**src/rtl/sdram_rom_loader.sv**
```systemverilog
// rtl/sdram_rom_loader.sv - packs an upload byte stream into 16-bit SDRAM writes on a 4-phase handshake
// Optional build macro: LOADER_BYTESWAP_EN (first byte of each pair goes to the low half).
module sdram_rom_loader #(
  parameter logic [7:0] PAD_BYTE    = 8'hFF,
  parameter int         ACK_TIMEOUT = 1023
) (
  input  logic        clk,
  input  logic        rst,
  input  logic        start,
  input  logic [31:0] base_addr,
  input  logic [31:0] byte_count,
  input  logic        in_valid,
  input  logic [7:0]  in_data,
  output logic        in_ready,
  output logic        writeport_wr,
  output logic [31:0] writeport_addr,
  output logic [15:0] writeport_data,
  input  logic        writeport_ack,
  output logic        busy,
  output logic        done,
  output logic        error,
  output logic [31:0] words_written
);

  typedef enum logic [2:0] {IDLE, B0, B1, REQ, REL, DONE, ERR} state_t;

  state_t      state, state_next;
  logic [31:0] addr_q, remaining, words_q, tmo_cnt;
  logic [15:0] data_q;
  logic        accept, timeout, enter_hs;

  assign accept   = in_valid && in_ready;
  assign timeout  = (ACK_TIMEOUT != 0) && (tmo_cnt == 32'(ACK_TIMEOUT - 1));
  assign enter_hs = (state_next != state) && (state_next == REQ || state_next == REL);

  always_ff @(posedge clk) begin
    if (!rst) state <= IDLE;
    else      state <= state_next;
  end

  always_comb begin
    state_next = state;
    case (state)
      IDLE, DONE, ERR: if (start) state_next = (byte_count == 32'd0) ? DONE : B0;
      B0:  if (accept) state_next = (remaining == 32'd1) ? REQ : B1;
      B1:  if (accept) state_next = REQ;
      REQ: begin
        if (writeport_ack) state_next = REL;
        else if (timeout)  state_next = ERR;
      end
      REL: begin
        if (!writeport_ack)  state_next = (remaining <= 32'd2) ? DONE : B0;
        else if (timeout)    state_next = ERR;
      end
      default: state_next = IDLE;
    endcase
  end

  // Outputs are decoded from the state register only, so they change solely on clock edges.
  always_comb begin
    in_ready     = 1'b0;
    writeport_wr = 1'b0;
    busy         = 1'b1;
    done         = 1'b0;
    error        = 1'b0;
    case (state)
      IDLE:    busy = 1'b0;
      B0, B1:  in_ready = 1'b1;
      REQ:     writeport_wr = 1'b1;
      DONE:    begin busy = 1'b0; done = 1'b1; end
      ERR:     begin busy = 1'b0; error = 1'b1; end
      default: ;
    endcase
  end

  always_ff @(posedge clk) begin
    if (!rst) begin
      addr_q    <= 32'd0;
      data_q    <= 16'd0;
      remaining <= 32'd0;
      words_q   <= 32'd0;
      tmo_cnt   <= 32'd0;
    end else begin
      if (enter_hs)                       tmo_cnt <= 32'd0;
      else if (state == REQ || state == REL) tmo_cnt <= tmo_cnt + 32'd1;

      case (state)
        IDLE, DONE, ERR: if (start) begin
          addr_q    <= base_addr;
          remaining <= byte_count;
          words_q   <= 32'd0;
        end
        B0: if (accept) begin
`ifdef LOADER_BYTESWAP_EN
          data_q[7:0] <= in_data;
          if (remaining == 32'd1) data_q[15:8] <= PAD_BYTE;
`else
          data_q[15:8] <= in_data;
          if (remaining == 32'd1) data_q[7:0] <= PAD_BYTE;
`endif
        end
        B1: if (accept) begin
`ifdef LOADER_BYTESWAP_EN
          data_q[15:8] <= in_data;
`else
          data_q[7:0] <= in_data;
`endif
        end
        REL: if (!writeport_ack) begin
          addr_q    <= addr_q + 32'd1;
          words_q   <= words_q + 32'd1;
          remaining <= remaining - ((remaining >= 32'd2) ? 32'd2 : remaining);
        end
        default: ;
      endcase
    end
  end

  assign writeport_addr = addr_q;
  assign writeport_data = data_q;
  assign words_written  = words_q;

endmodule
```
**config.mk**
```make
export PLATFORM = sky130hd
export DESIGN_NAME = sdram_rom_loader
export DESIGN_NICKNAME = d
export VERILOG_FILES = /design/src/rtl/sdram_rom_loader.sv
export SDC_FILE = /design/constraint.sdc
export NUM_CORES = 1
export LEC_CHECK = 0
export ABC_AREA = 1
export BUFFER_PORTS_ARGS = -buffer_cell sky130_fd_sc_hd__buf_2
export CELL_PAD_IN_SITES_DETAIL_PLACEMENT = 0
export CELL_PAD_IN_SITES_GLOBAL_PLACEMENT = 1
export CORE_MARGIN = 10
export CORE_UTILIZATION = 40
export CTS_BUF_LIST = sky130_fd_sc_hd__clkbuf_8
export DETAILED_ROUTE_END_ITERATION = 16
export GPL_TIMING_DRIVEN = 0
export PLACE_DENSITY_LB_ADDON = 0.1
export SLEW_MARGIN = 20
export SYNTH_ARGS = -nofsm -noshare
export SYNTH_HDL_FRONTEND = slang
export SYNTH_SLANG_ARGS = --single-unit
```
**constraint.sdc**
```tcl
create_clock -name clk -period 3.14 [get_ports clk]
set_input_delay 0.314 -clock clk [delete_from_list [all_inputs] [get_ports clk]]
set_output_delay 0.314 -clock clk [all_outputs]
set_load 0.01 [all_outputs]
```
# ---- After elaboration in Yosys (flattened, before gate mapping)
# Index checks and enable logic that the tools add are counted.
dict set report word_totals {
  regBits 147
  input_bits 77
  output_inout_bits 85
  wordCells 73
}
dict set report op_classes {
  n_addsub 4
  order_cmp 2
  eq_ne 16
  muxes 29
  bitwise_logic 1
  n_reduce_logical 14
}
# cell count
set op_table {}
lappend op_table {{2-to-1 mux 32 bit} 7}
lappend op_table {{one-hot mux 32 bit (2 select lines)} 3}
lappend op_table {{adder 32 x 1 -> 32 bit (second input constant)} 3}
lappend op_table {{equality test 32 x 1 -> 1 bit (second input constant)} 1}
lappend op_table {{equality test 32 x 10 -> 1 bit (second input constant)} 1}
lappend op_table {{greater-or-equal comparator 32 x 2 -> 1 bit (second input constant)} 1}
lappend op_table {{less-or-equal comparator 32 x 2 -> 1 bit (second input constant)} 1}
lappend op_table {{logical NOT 32 bit} 1}
lappend op_table {{subtractor 32 bit} 1}
lappend op_table {{2-to-1 mux 3 bit} 8}
lappend op_table {{2-to-1 mux 8 bit} 3}
lappend op_table {{one-hot mux 8 bit (2 select lines)} 1}
lappend op_table {{one-hot mux 3 bit (5 select lines)} 1}
lappend op_table {{equality test 3 bit (second input constant)} 4}
lappend op_table {{equality test 3 x 2 -> 1 bit (second input constant)} 3}
lappend op_table {{inequality test 2 bit (second input constant)} 4}
lappend op_table {{2-to-1 mux 1 bit} 6}
lappend op_table {{AND reduction 4 bit} 1}
lappend op_table {{nonzero test 2 bit} 2}
lappend op_table {{OR reduction 2 bit} 2}
lappend op_table {{equality test 3 x 1 -> 1 bit (second input constant)} 1}
lappend op_table {{logical NOT 3 bit} 1}
lappend op_table {{inequality test 3 bit} 1}
lappend op_table {{AND reduction 3 bit} 1}
lappend op_table {{other kinds (6)} 8}

# ---- Depth between registers and ports, before layout
# Gate-level depths: netlist (run 1).
dict set report depth {
  ltp_word 10
  ltp_mapped 17
}

# ---- Least setup slack after synthesis (run 1)
# OpenSTA, ideal clock, no wires.
dict set report synth_timing {
  path_type {register to register}
  from {reg remaining[8]}
  to {reg remaining[26]}
  t_arrival_ns 2.109
  required_time_ns 3.008
  setup_slack_ns 0.899
  stages_incl_launch_ff 18
  cell_sequence {dfxtp_1 inv_1 nand2_1 nor2_1 nand2_1 nor2_1 nand2_1 nand2_1 ha_1 nor2_1 nand2_1 nor2_1 nand2_1 nor2_1 xor2_1 a21oi_1 o21ai_0 a21oi_1}
}
dict set report synth_via {
  elab_chain_len 5
}
# element line
set synth_rtl {}
lappend synth_rtl {{from (decl)} 28} ;# logic [31:0] addr_q, remaining, words_q, tmo_cnt;
lappend synth_rtl {{from (signal assigned)} 90} ;# remaining <= byte_count;
lappend synth_rtl {{from (signal assigned)} 112} ;# remaining <= remaining - ((remaining >= 32'd2) ? 32'd2 : remaining);
lappend synth_rtl {{greater-or-equal comparator 32 x 2 -> 1 bit} 112}
lappend synth_rtl {{2-to-1 mux 32 bit} 112}
lappend synth_rtl {{subtractor 32 bit *} 112}
lappend synth_rtl {{2-to-1 mux 32 bit *} 109} ;# REL: if (!writeport_ack) begin
lappend synth_rtl {{one-hot mux 32 bit (2 select lines) *} 87} ;# case (state)
# Every way passes the cells marked *; elsewhere a longest branch is shown, timed or not. The select of a mux whose other input is x is not followed.
# A chain may end at the register's enable or synchronous reset.

# ---- Worst setup path after layout (run 1)
dict set report layout_timing {
  from {reg remaining[8]}
  to {reg remaining[28]}
}
# Same word-level chain as after synthesis.

==> impl_metrics.env, run 1 <==
export IMPL_outcome="finished, final reports clean"
export IMPL_avgSynthCellArea_um2=6.254
export IMPL_drtAntennaViolNets=0
export IMPL_setup_viol=0
export IMPL_crit_arrival_ns=3.22
export IMPL_cts_setup_buffers=0
export IMPL_drc=0
export IMPL_hp_class="in2reg"
export IMPL_max_freq_mhz=351.9
export IMPL_maxCapViolCount=0
export IMPL_rr_worst_depth=17
export IMPL_die_area_um2=29130
export IMPL_cp_depth=17
export IMPL_core_um2=22500
export IMPL_synth_flop_cell="dfxtp_1"
export IMPL_critPathCaptureType="flop"
export IMPL_slew_headroom=0.4091
export IMPL_ys_seq_area_frac=0.3241
export IMPL_hold_viol=0
export IMPL_r2r_start="remaining[8]$_SDFFE_PN0P_"
export IMPL_drive_gt1_frac=0.1529
export IMPL_place_detailed_hpwl_mm=25.89
export IMPL_cts_resized=0
export IMPL_antenna_found_initial=3
export IMPL_ys_types=46
export IMPL_grt_max_degree=17
export IMPL_cts_buffers=17
export IMPL_tightest_slew_ns=0.8863
export IMPL_syn_area_um2=9081
export IMPL_gr_total_overflow=0
export IMPL_fin_area_um2=10680
export IMPL_grt_pass1_wl_mm=51.43
export IMPL_power_density_nw_per_um2=477.3
export IMPL_cts_tree="done"
export IMPL_track_usage=0.2227
export IMPL_clkTransAtPathRegs_ns=0.09
export IMPL_setup_slack_ns=0.2986
export IMPL_peakVddDrop_uv=200.1
export IMPL_wirelength_mm=32.79
export IMPL_syn_to_final_growth_pct=17.62
export IMPL_startpoint="remaining[8]$_SDFFE_PN0P_"
export IMPL_first_global_vias=9703
export IMPL_fin_cells=1930
export IMPL_crit_path_max_fanout=5
export IMPL_path_cells="inv_1 > nand2_1 > nor2_1 > nand2_1 > nor2_1 > nand2_1 > nand2_1 > ha_1 > nor2_1 > nand2_1 > nor2_2 > nand2_1 > nor2_1 > a21oi_1 > o21ai_0 > o211ai_1 > a21oi_1"
export IMPL_die_y_um=170.7
export IMPL_ys_warnings_count=0
export IMPL_async_reset_ff_frac=0
export IMPL_io_buffers=160
export IMPL_dr_pass1_iters=6
export IMPL_nNetsFinal=1713
export IMPL_place_inst=1897
export IMPL_cp_common_cell="nand2_1"
export IMPL_cp_required_ns=3.52
export IMPL_r2r_slack_ns=0.30
export IMPL_clock_sinks=147
export IMPL_cp_endpoint="remaining[28]$_SDFFE_PN0P_"
export IMPL_cts_hold_buf=0
export IMPL_synth_edf_count=0
export IMPL_io_pins=162
export IMPL_critPathBufInv=1
export IMPL_rows=55
export IMPL_clk_latency_ns=0.47
export IMPL_start_util=0.4036
export IMPL_post_route_period_util=0.9049
export IMPL_vias=9997
export IMPL_place_area_um2=10240
export IMPL_slowest_stage="dfxtp_1"
export IMPL_critical_path_class="reg2reg"
export IMPL_cpPeakStageDelay_ns=0.39
export IMPL_setup_tns_ns=0
export IMPL_r2r_end="remaining[28]$_SDFFE_PN0P_"
export IMPL_grt_setup_unrepaired="false"
export IMPL_synth_seq_cells=147
export IMPL_routedWlPerCell_um=16.99
export IMPL_root_buffer="clkbuf_8"
export IMPL_fin_crit_ns=2.841
export IMPL_startpoint_type="flop"
export IMPL_cts_max_path_buffers=2
export IMPL_slew_viol_final=0
export IMPL_syn_inst=1452
export IMPL_crit_family="simple AND/OR/NAND/NOR gates"
export IMPL_via_per_inst=5.180
export IMPL_pre_cts_ws_ns=0.3044
export IMPL_die_w_um=170.7
export IMPL_synthesis_nets=1534
export IMPL_clock_skew_final_ns=0.01475
export IMPL_drt_initial_drc_count=733
export IMPL_routabilityCongestion=0.9110
export IMPL_htree_levels=4
export IMPL_p_leak_nw=4.443
## synthesized netlist by cell type, types with 2 or more instances
cell type  number  area, um^2
nand4_1        35       219.0
nand2_1       362        1359
a21oi_1       104       520.5
xor2_1         51       446.7
nand3b_1        3       22.52
inv_1         154       578.1
nor3b_1         3       22.52
a21o_1          2       15.01
o211ai_1       18       135.1
nand3_1        80       400.4
o21bai_1        4       30.03
buf_1           6       22.52
o221a_2        10       112.6
nor3_1         60       300.3
dfxtp_1       147        2943
inv_2           8       30.03
a22oi_1         7       52.55
or2_2           8       50.05
a211oi_1        3       22.52
nor4_1          9       56.30
xnor2_1         9       78.83
ha_1            5       62.56
buf_4           4       30.03
a31oi_1         4       25.02
clkbuf_1       21       78.83
nor2_1        234       878.3
nand3_2         4       40.04
nand2_2         4       25.02
o21ai_0        54       270.3
buf_2          16       80.08
o221ai_1        4       35.03
nor2_2          5       31.28
## registers in the layout, summed over array words and instances (netlist names)
name	count
writeport_data	16
remaining	32
tmo_cnt	32
state	3
writeport_addr	32
words_written	32
## cells in the final DEF (no fill, tap or decap), types with 4 or more instances in the layout
| cell type | instances |
|---|---|
| nand4_1 | 35 |
| nand2_1 | 362 |
| o221ai_1 | 4 |
| o211ai_1 | 18 |
| nor3_1 | 60 |
| nand2_2 | 4 |
| o21ai_0 | 54 |
| xor2_1 | 51 |
| inv_2 | 8 |
| dfxtp_1 | 147 |
| o21bai_1 | 4 |
| a22oi_1 | 7 |
| bufinv_16 | 4 |
| nor2_1 | 233 |
| nand3_1 | 80 |
| inv_1 | 156 |
| nand3_2 | 4 |
| a21oi_1 | 104 |
| clkbuf_1 | 21 |
| buf_1 | 6 |
| o221a_2 | 10 |
| nor4_1 | 9 |
| a31oi_1 | 4 |
| buf_4 | 4 |
| nor2_2 | 6 |
| clkbuf_8 | 20 |
| xnor2_1 | 9 |
| or2_2 | 8 |
| buf_2 | 176 |
| ha_1 | 5 |
## power breakdown
| part | leakage (nW) | internal [mW] | switching, mW |
|---|---|---|---|
| logic | 3.02 | 0.397 | 0.851 |
| clock network | 0.224 | 0.919 | 0.793 |
| registers | 1.20 | 1.99 | 0.150 |
| total | 4.44 | 3.30 | 1.79 |
## routing by layer
metal / share of wire / track usage / vias to the layer above / routed length (um)
met1: 0.45 / 0.2837 / 4606 / 14870
met2: 0.47 / 0.3709 / 264 / 15410
met4: 0.014 / 0.05873 / 0 / 467
met3: 0.062 / 0.04908 / 39 / 2048
met5: 0 / 0 / - / 0
li1: - / - / 5088 / -
## how the worst min path moves through the flow
stage	end	cells after the start	start	slack, ns
2_1_floorplan	remaining[30]$_SDFFE_PN0P_	2	remaining[30]$_SDFFE_PN0P_	0.44
3_3_place_gp	remaining[31]$_SDFFE_PN0P_	2	remaining[31]$_SDFFE_PN0P_	0.45
3_5_place_dp	remaining[30]$_SDFFE_PN0P_	2	remaining[30]$_SDFFE_PN0P_	0.46
4_1_cts	writeport_data[11]$_SDFFE_PN0P_	3	in_data[3]	0.08
5_1_grt	writeport_addr[10]$_SDFFE_PN0P_	3	base_addr[10]	0.09
6_report	writeport_data[11]$_SDFFE_PN0P_	3	in_data[3]	0.1
## kinds of logic (layout without fill, tap and decap cells)
logic type	after synthesis	count (layout)	share of synthesized area
and+or+nand+nor	812	812	0.3793
AOI/OAI and AO/OA	216	216	0.1397
buffers and inverters	210	400	0.09066
DFF	147	147	0.3241
xor gates and xnor gates	60	60	0.05787
adders and majority gates	5	5	0.006889
other	1	4	0.0004129
muxes	1	1	0.001102
## through the flow
step	total power, mW	hold slack (ns)	utilization
after floorplan	2.937	0.4445	-
after global placement	3.414	0.4541	0.4550
after detailed placement	3.420	0.4574	0.4550
after CTS	5.115	0.08201	0.4742
after global routing	5.354	0.08912	0.4747
final	5.098	0.09749	0.4747
## worst register-to-register path: stages (launching register included)
cell and delay, ns:
dfxtp_1 0.39, inv_1 0.11, nand2_1 0.07, nor2_1 0.05, nand2_1 0.17, nor2_1 0.10, nand2_1 0.16, nand2_1 0.08
ha_1 0.23, nor2_1 0.21, nand2_1 0.14, nor2_2 0.26, nand2_1 0.16, nor2_1 0.16, a21oi_1 0.07, o21ai_0 0.12
o211ai_1 0.12, a21oi_1 0.16
## area by class of cell
class	count	area, um^2
Clock buffer	20	275.3
Antenna cell	3	7.507
Buffer	47	211.5
Clock inverter	10	157.7
Tap cell	285	356.6
Fill cell	2493	11820
Multi-Input combinational cell	1095	5318
Sequential cell	147	2943
Inverter	163	611.8
Timing Repair Buffer	160	800.8
Power figures use the tool's default switching activity.
==> inputs of run 2 (changes only) <==
CELL_PAD_IN_SITES_DETAIL_PLACEMENT = 2   (was 0)
CELL_PAD_IN_SITES_GLOBAL_PLACEMENT = 2   (was 1)
CORE_UTILIZATION = 31   (was 40)
==> impl_metrics.env, run 2 (synthesis gave the netlist of run 1 again) <==
export IMPL_vias=10480
export IMPL_drtAntennaViolNets=0
export IMPL_first_global_vias=11500
export IMPL_gr_total_overflow=0
export IMPL_grt_setup_unrepaired="false"
export IMPL_p_leak_nw=4.425
export IMPL_drt_initial_drc_count=395
export IMPL_cp_required_ns=3.57
export IMPL_fin_util=0.3744
export IMPL_slew_viol_final=0
export IMPL_start_util=0.3155
export IMPL_fin_cells=2027
export IMPL_io_pins=162
export IMPL_cp_depth=17
export IMPL_max_freq_mhz=348.2
export IMPL_clock_sinks=147
export IMPL_crit_arrival_ns=3.30
export IMPL_slew_headroom=0.3838
export IMPL_die_area_um2=36540
export IMPL_cpPeakStageDelay_ns=0.38
export IMPL_wirelength_mm=41.13
export IMPL_htree_levels=4
export IMPL_cts_max_path_buffers=2
export IMPL_dr_pass1_iters=5
export IMPL_place_inst=1996
export IMPL_maxCapViolCount=0
export IMPL_outcome="finished, final reports clean"
export IMPL_fin_crit_ns=2.872
export IMPL_crit_path_max_fanout=5
export IMPL_min_path_cells=3
export IMPL_setup_tns_ns=0
export IMPL_rows=62
export IMPL_peakVddDrop_uv=247.7
export IMPL_drc=0
export IMPL_rr_worst_depth=17
export IMPL_cp_common_cell="nand2_1"
export IMPL_power_density_nw_per_um2=475.3
export IMPL_layout_common_cells="nand2_1 (362), nor2_1 (231), buf_2 (176)"
export IMPL_path_cells="inv_1 > nand2_1 > nor2_1 > nand2_1 > nor2_1 > nand2_1 > nand2_1 > ha_1 > nor2_2 > nand2_1 > nor2_4 > nand2_1 > nor2_1 > a21oi_1 > o21ai_0 > o211ai_1 > a21oi_1"
export IMPL_cts_hold_buf=0
export IMPL_critPathCaptureType="flop"
export IMPL_drive_gt1_frac=0.1547
export IMPL_routedWlPerCell_um=20.29
export IMPL_slowest_stage="dfxtp_1"
export IMPL_die_w_um=191.2
export IMPL_core_um2=28780
export IMPL_grt_pass1_wl_mm=64.62
export IMPL_clkTransAtPathRegs_ns=0.09
export IMPL_root_buffer="clkbuf_8"
export IMPL_startpoint_type="flop"
export IMPL_syn_to_final_growth_pct=18.67
export IMPL_power_mw=5.122
export IMPL_crit_family="simple AND/OR/NAND/NOR gates"
export IMPL_routabilityCongestion=0.8865
export IMPL_tightest_slew_ns=0.9243
export IMPL_cts_tree="done"
export IMPL_nNetsFinal=1713
export IMPL_place_detailed_hpwl_mm=32.62
export IMPL_post_route_period_util=0.9145
export IMPL_critical_path_class="reg2reg"
export IMPL_fin_hold_ws_ns=0.04377
export IMPL_hp_class="in2reg"
export IMPL_track_usage=0.2247
export IMPL_cts_buffers=17
export IMPL_layout_cells_most_common="nand2_1"
export IMPL_clock_skew_final_ns=0.01215
export IMPL_hold_viol=0
export IMPL_critPathBufInv=1
export IMPL_antenna_found_initial=1
export IMPL_grt_max_degree=17
export IMPL_clk_latency_ns=0.50
export IMPL_io_buffers=160
export IMPL_via_per_inst=5.168
export IMPL_setup_viol=0
export IMPL_die_y_um=191.2
[run 2: layer usage]
metal | wire, um | global-route usage | vias up
li1 | - | - | 5067
met1 | 18240 | 0.2704 | 5197
met2 | 20430 | 0.3965 | 177
met3 | 1790 | 0.04938 | 35
met4 | 662 | 0.05499 | 0
met5 | 0 | 0 | -
[run 2: timing repair]
item / 4_1_cts / 5_1_grt
setup endpoints to repair: 0 / 6
gates resized for setup: 0 / 4
buffers inserted: 0 / 0
[run 2: worst min-delay path, delay by kind of cell]
kind,cells,cell delay (ns)
simple gates,2,0.12
buf+inv,1,0.07
[run 2: area by class of cell]
class                           instances  area [um^2]
Fill cell                            3673        18000
Sequential cell                       147         2943
Timing Repair Buffer                  160        800.8
Antenna cell                            1        2.502
Buffer                                 47        211.5
Clock inverter                         11        137.6
Multi-Input combinational cell       1095         5328
Clock buffer                           19        261.5
Inverter                              163        611.8
Tap cell                              384        480.5
[run 2: metrics by stage]
| stage | setup WS (ns) | instance area, um^2 |
|---|---|---|
| 5_1_grt | 0.02885 | 10780 |
| 4_1_cts | 0.1043 | 10760 |
| 6_report | 0.2684 | 10780 |
| 3_5_place_dp | 0.1860 | 10360 |
| 2_1_floorplan | 0.8992 | 9081 |
| 3_3_place_gp | 0.2518 | 10360 |
[run 2: final timing paths]
kind                         startpoint                             end  slack (ns)
max reg2reg   remaining[8]$_SDFFE_PN0P_      remaining[28]$_SDFFE_PN0P_        0.27
min                        base_addr[1]  writeport_addr[1]$_SDFFE_PN0P_        0.04
max           remaining[8]$_SDFFE_PN0P_      remaining[28]$_SDFFE_PN0P_        0.27
min reg2reg  remaining[30]$_SDFFE_PN0P_      remaining[30]$_SDFFE_PN0P_        0.48
[run 2: power by group]
group          internal (mW)  switching [mW]
Combinational          0.400           0.916
Sequential              1.99           0.163
Clock                  0.811           0.845
Total                   3.20            1.92
==> inputs of run 3 (changes only) <==
CELL_PAD_IN_SITES_DETAIL_PLACEMENT = 1   (was 2)
CELL_PAD_IN_SITES_GLOBAL_PLACEMENT = 1   (was 2)
CORE_ASPECT_RATIO = 1.5   (was default)
CORE_UTILIZATION = 40   (was 31)
==> impl_metrics.env, run 3 (synthesis gave the netlist of run 1 again) <==
export IMPL_gr_total_overflow=0
export IMPL_busiest_layer="met2"
export IMPL_cts_hold_buf=0
export IMPL_antenna_found_initial=0
export IMPL_cp_required_ns=3.54
export IMPL_place_detailed_hpwl_mm=29.97
export IMPL_p_comb_frac=0.249
export IMPL_clk_latency_ns=0.48
export IMPL_setup_viol=0
export IMPL_drtAntennaViolNets=0
export IMPL_hold_viol=0
export IMPL_wirelength_mm=36.98
export IMPL_cts_tree="done"
export IMPL_critPathCaptureType="flop"
export IMPL_die_w_um=143.0
export IMPL_power_net_switching_mw=1.895
export IMPL_hp_class="in2reg"
export IMPL_seqPwrFrac=0.416
export IMPL_grt_util_met1=0.2533
export IMPL_post_route_period_util=0.9390
export IMPL_core_um2=22380
export IMPL_vias=10320
export IMPL_outcome="finished, final reports clean"
export IMPL_setup_slack_ns=0.1915
export IMPL_routabilityCongestion=0.9681
export IMPL_drc=0
export IMPL_fin_area_um2=10680
export IMPL_p_int_mw=3.262
export IMPL_use_met2=0.4796
export IMPL_slew_viol_final=0
export IMPL_rows=67
export IMPL_clkTransAtPathRegs_ns=0.09
export IMPL_p_leak_nw=4.435
export IMPL_place_area_um2=10230
export IMPL_grt_pass1_wl_mm=57.64
export IMPL_cts_max_path_buffers=2
export IMPL_nNetsFinal=1713
export IMPL_fin_crit_ns=2.949
export IMPL_start_util=0.4057
export IMPL_critical_path_class="reg2reg"
export IMPL_layout_cells_most_common="nand2_1"
export IMPL_crit_arrival_ns=3.35
export IMPL_fin_cells=1920
export IMPL_fin_hold_ws_ns=0.07478
export IMPL_tightest_slew_ns=0.8225
export IMPL_root_buffer="clkbuf_8"
export IMPL_routedWlPerCell_um=19.26
export IMPL_die_area_um2=29250
export IMPL_power_mw=5.158
export IMPL_peakVddDrop_uv=282.0
export IMPL_p_sw_frac=0.3675
export IMPL_pwr_share_clk=0.336
export IMPL_clock_skew_final_ns=0.01153
export IMPL_pre_cts_ws_ns=0.1729
export IMPL_cts_buffers=17
export IMPL_startpoint_type="flop"
export IMPL_syn_to_final_growth_pct=17.57
export IMPL_crit_path_max_fanout=5
export IMPL_drive_gt1_frac=0.1563
export IMPL_die_y_um=204.5
export IMPL_clock_sinks=147
export IMPL_grt_use_met3=0.03708
export IMPL_track_usage=0.2503
export IMPL_via_per_inst=5.376
export IMPL_layout_common_cells="nand2_1 (362), nor2_1 (232), buf_2 (176)"
export IMPL_slew_headroom=0.4517
export IMPL_max_freq_mhz=339.2
export IMPL_place_inst=1888
export IMPL_cts_setup_buffers=0
export IMPL_maxCapViolCount=0
export IMPL_setup_tns_ns=0
export IMPL_first_global_vias=10970
export IMPL_io_pins=162
export IMPL_diodes=0
export IMPL_drt_initial_drc_count=518
export IMPL_htree_levels=4
export IMPL_io_buffers=160
export IMPL_grt_max_degree=17
export IMPL_power_density_nw_per_um2=483.1
export IMPL_fin_util=0.4770
export IMPL_grt_setup_unrepaired="false"
export IMPL_dr_pass1_iters=4
==> run 3: cell count changes in the layout (fill, tap and decap cells not counted) <==
cell	before	now
nor2_2	7	6
dfxtp_2	0	1
diode_2	1	0
dfxtp_1	147	146
nor2_1	231	232
clkinv_2	4	3
inv_1	155	154
inv_8	0	1
inv_6	0	3
clkinvlp_4	2	3
bufinv_16	3	4
clkbuf_8	19	17
==> run 3: layout make-up <==
cell class	instances	area [um^2]
fillers	3153	11710
multi-input cells	1095	5325
flip-flops and latches	147	2944
repair buffers	160	800.8
inverters	163	611.8
well taps	276	345.3
clock buffers	17	234.0
plain buffers	47	211.5
clock inverters	15	203.9
==> run 3: timing repair <==
| item | 4_1_cts | 5_1_grt |
|---|---|---|
| hold endpoints to repair | 0 | 0 |
| endpoints found under the setup margin | 0 | 3 |
| resized for setup | 0 | 4 |
==> run 3: routing by layer <==
layer	wire length, um	up-vias
met4	1728	0
li1	-	5083
met5	0	-
met1	13910	4927
met3	1148	90
met2	20200	221
==> run 3: worst paths after layout <==
path                            slack [ns]  depth (start not counted)                        endpoint                           start
worst max-delay path                  0.19                         17      remaining[30]$_SDFFE_PN0P_       remaining[9]$_SDFFE_PN0P_
worst min-delay path                  0.07                          3  writeport_addr[1]$_SDFFE_PN0P_                    base_addr[1]
worst max register to register        0.19                         17      remaining[30]$_SDFFE_PN0P_       remaining[9]$_SDFFE_PN0P_
worst min register to register        0.49                          2  words_written[12]$_SDFFE_PN0P_  words_written[12]$_SDFFE_PN0P_
==> run 3: power by group through the flow <==
stage,Clock [mW],Combinational (mW),Sequential [mW]
global route,1.83,1.42,2.16
global placement,0,1.24,2.18
finish,1.73,1.28,2.14
detailed placement,0,1.27,2.18
floorplan,0,0.766,2.17
CTS,1.75,1.28,2.14
==> run 3: critical path: stages, from the launching register on <==
cell and delay, ns:
dfxtp_1 0.38, inv_1 0.09, nand2_1 0.07, nor2_1 0.06
nand2_1 0.19, nor2_1 0.11, nand2_1 0.17, nand2_1 0.08
ha_1 0.23, nor2_1 0.22, nand2_1 0.20, nor2_4 0.19
nand2_1 0.11, nor2_1 0.26, a21oi_1 0.10, o21ai_0 0.12
o211ai_1 0.11, a21oi_1 0.19
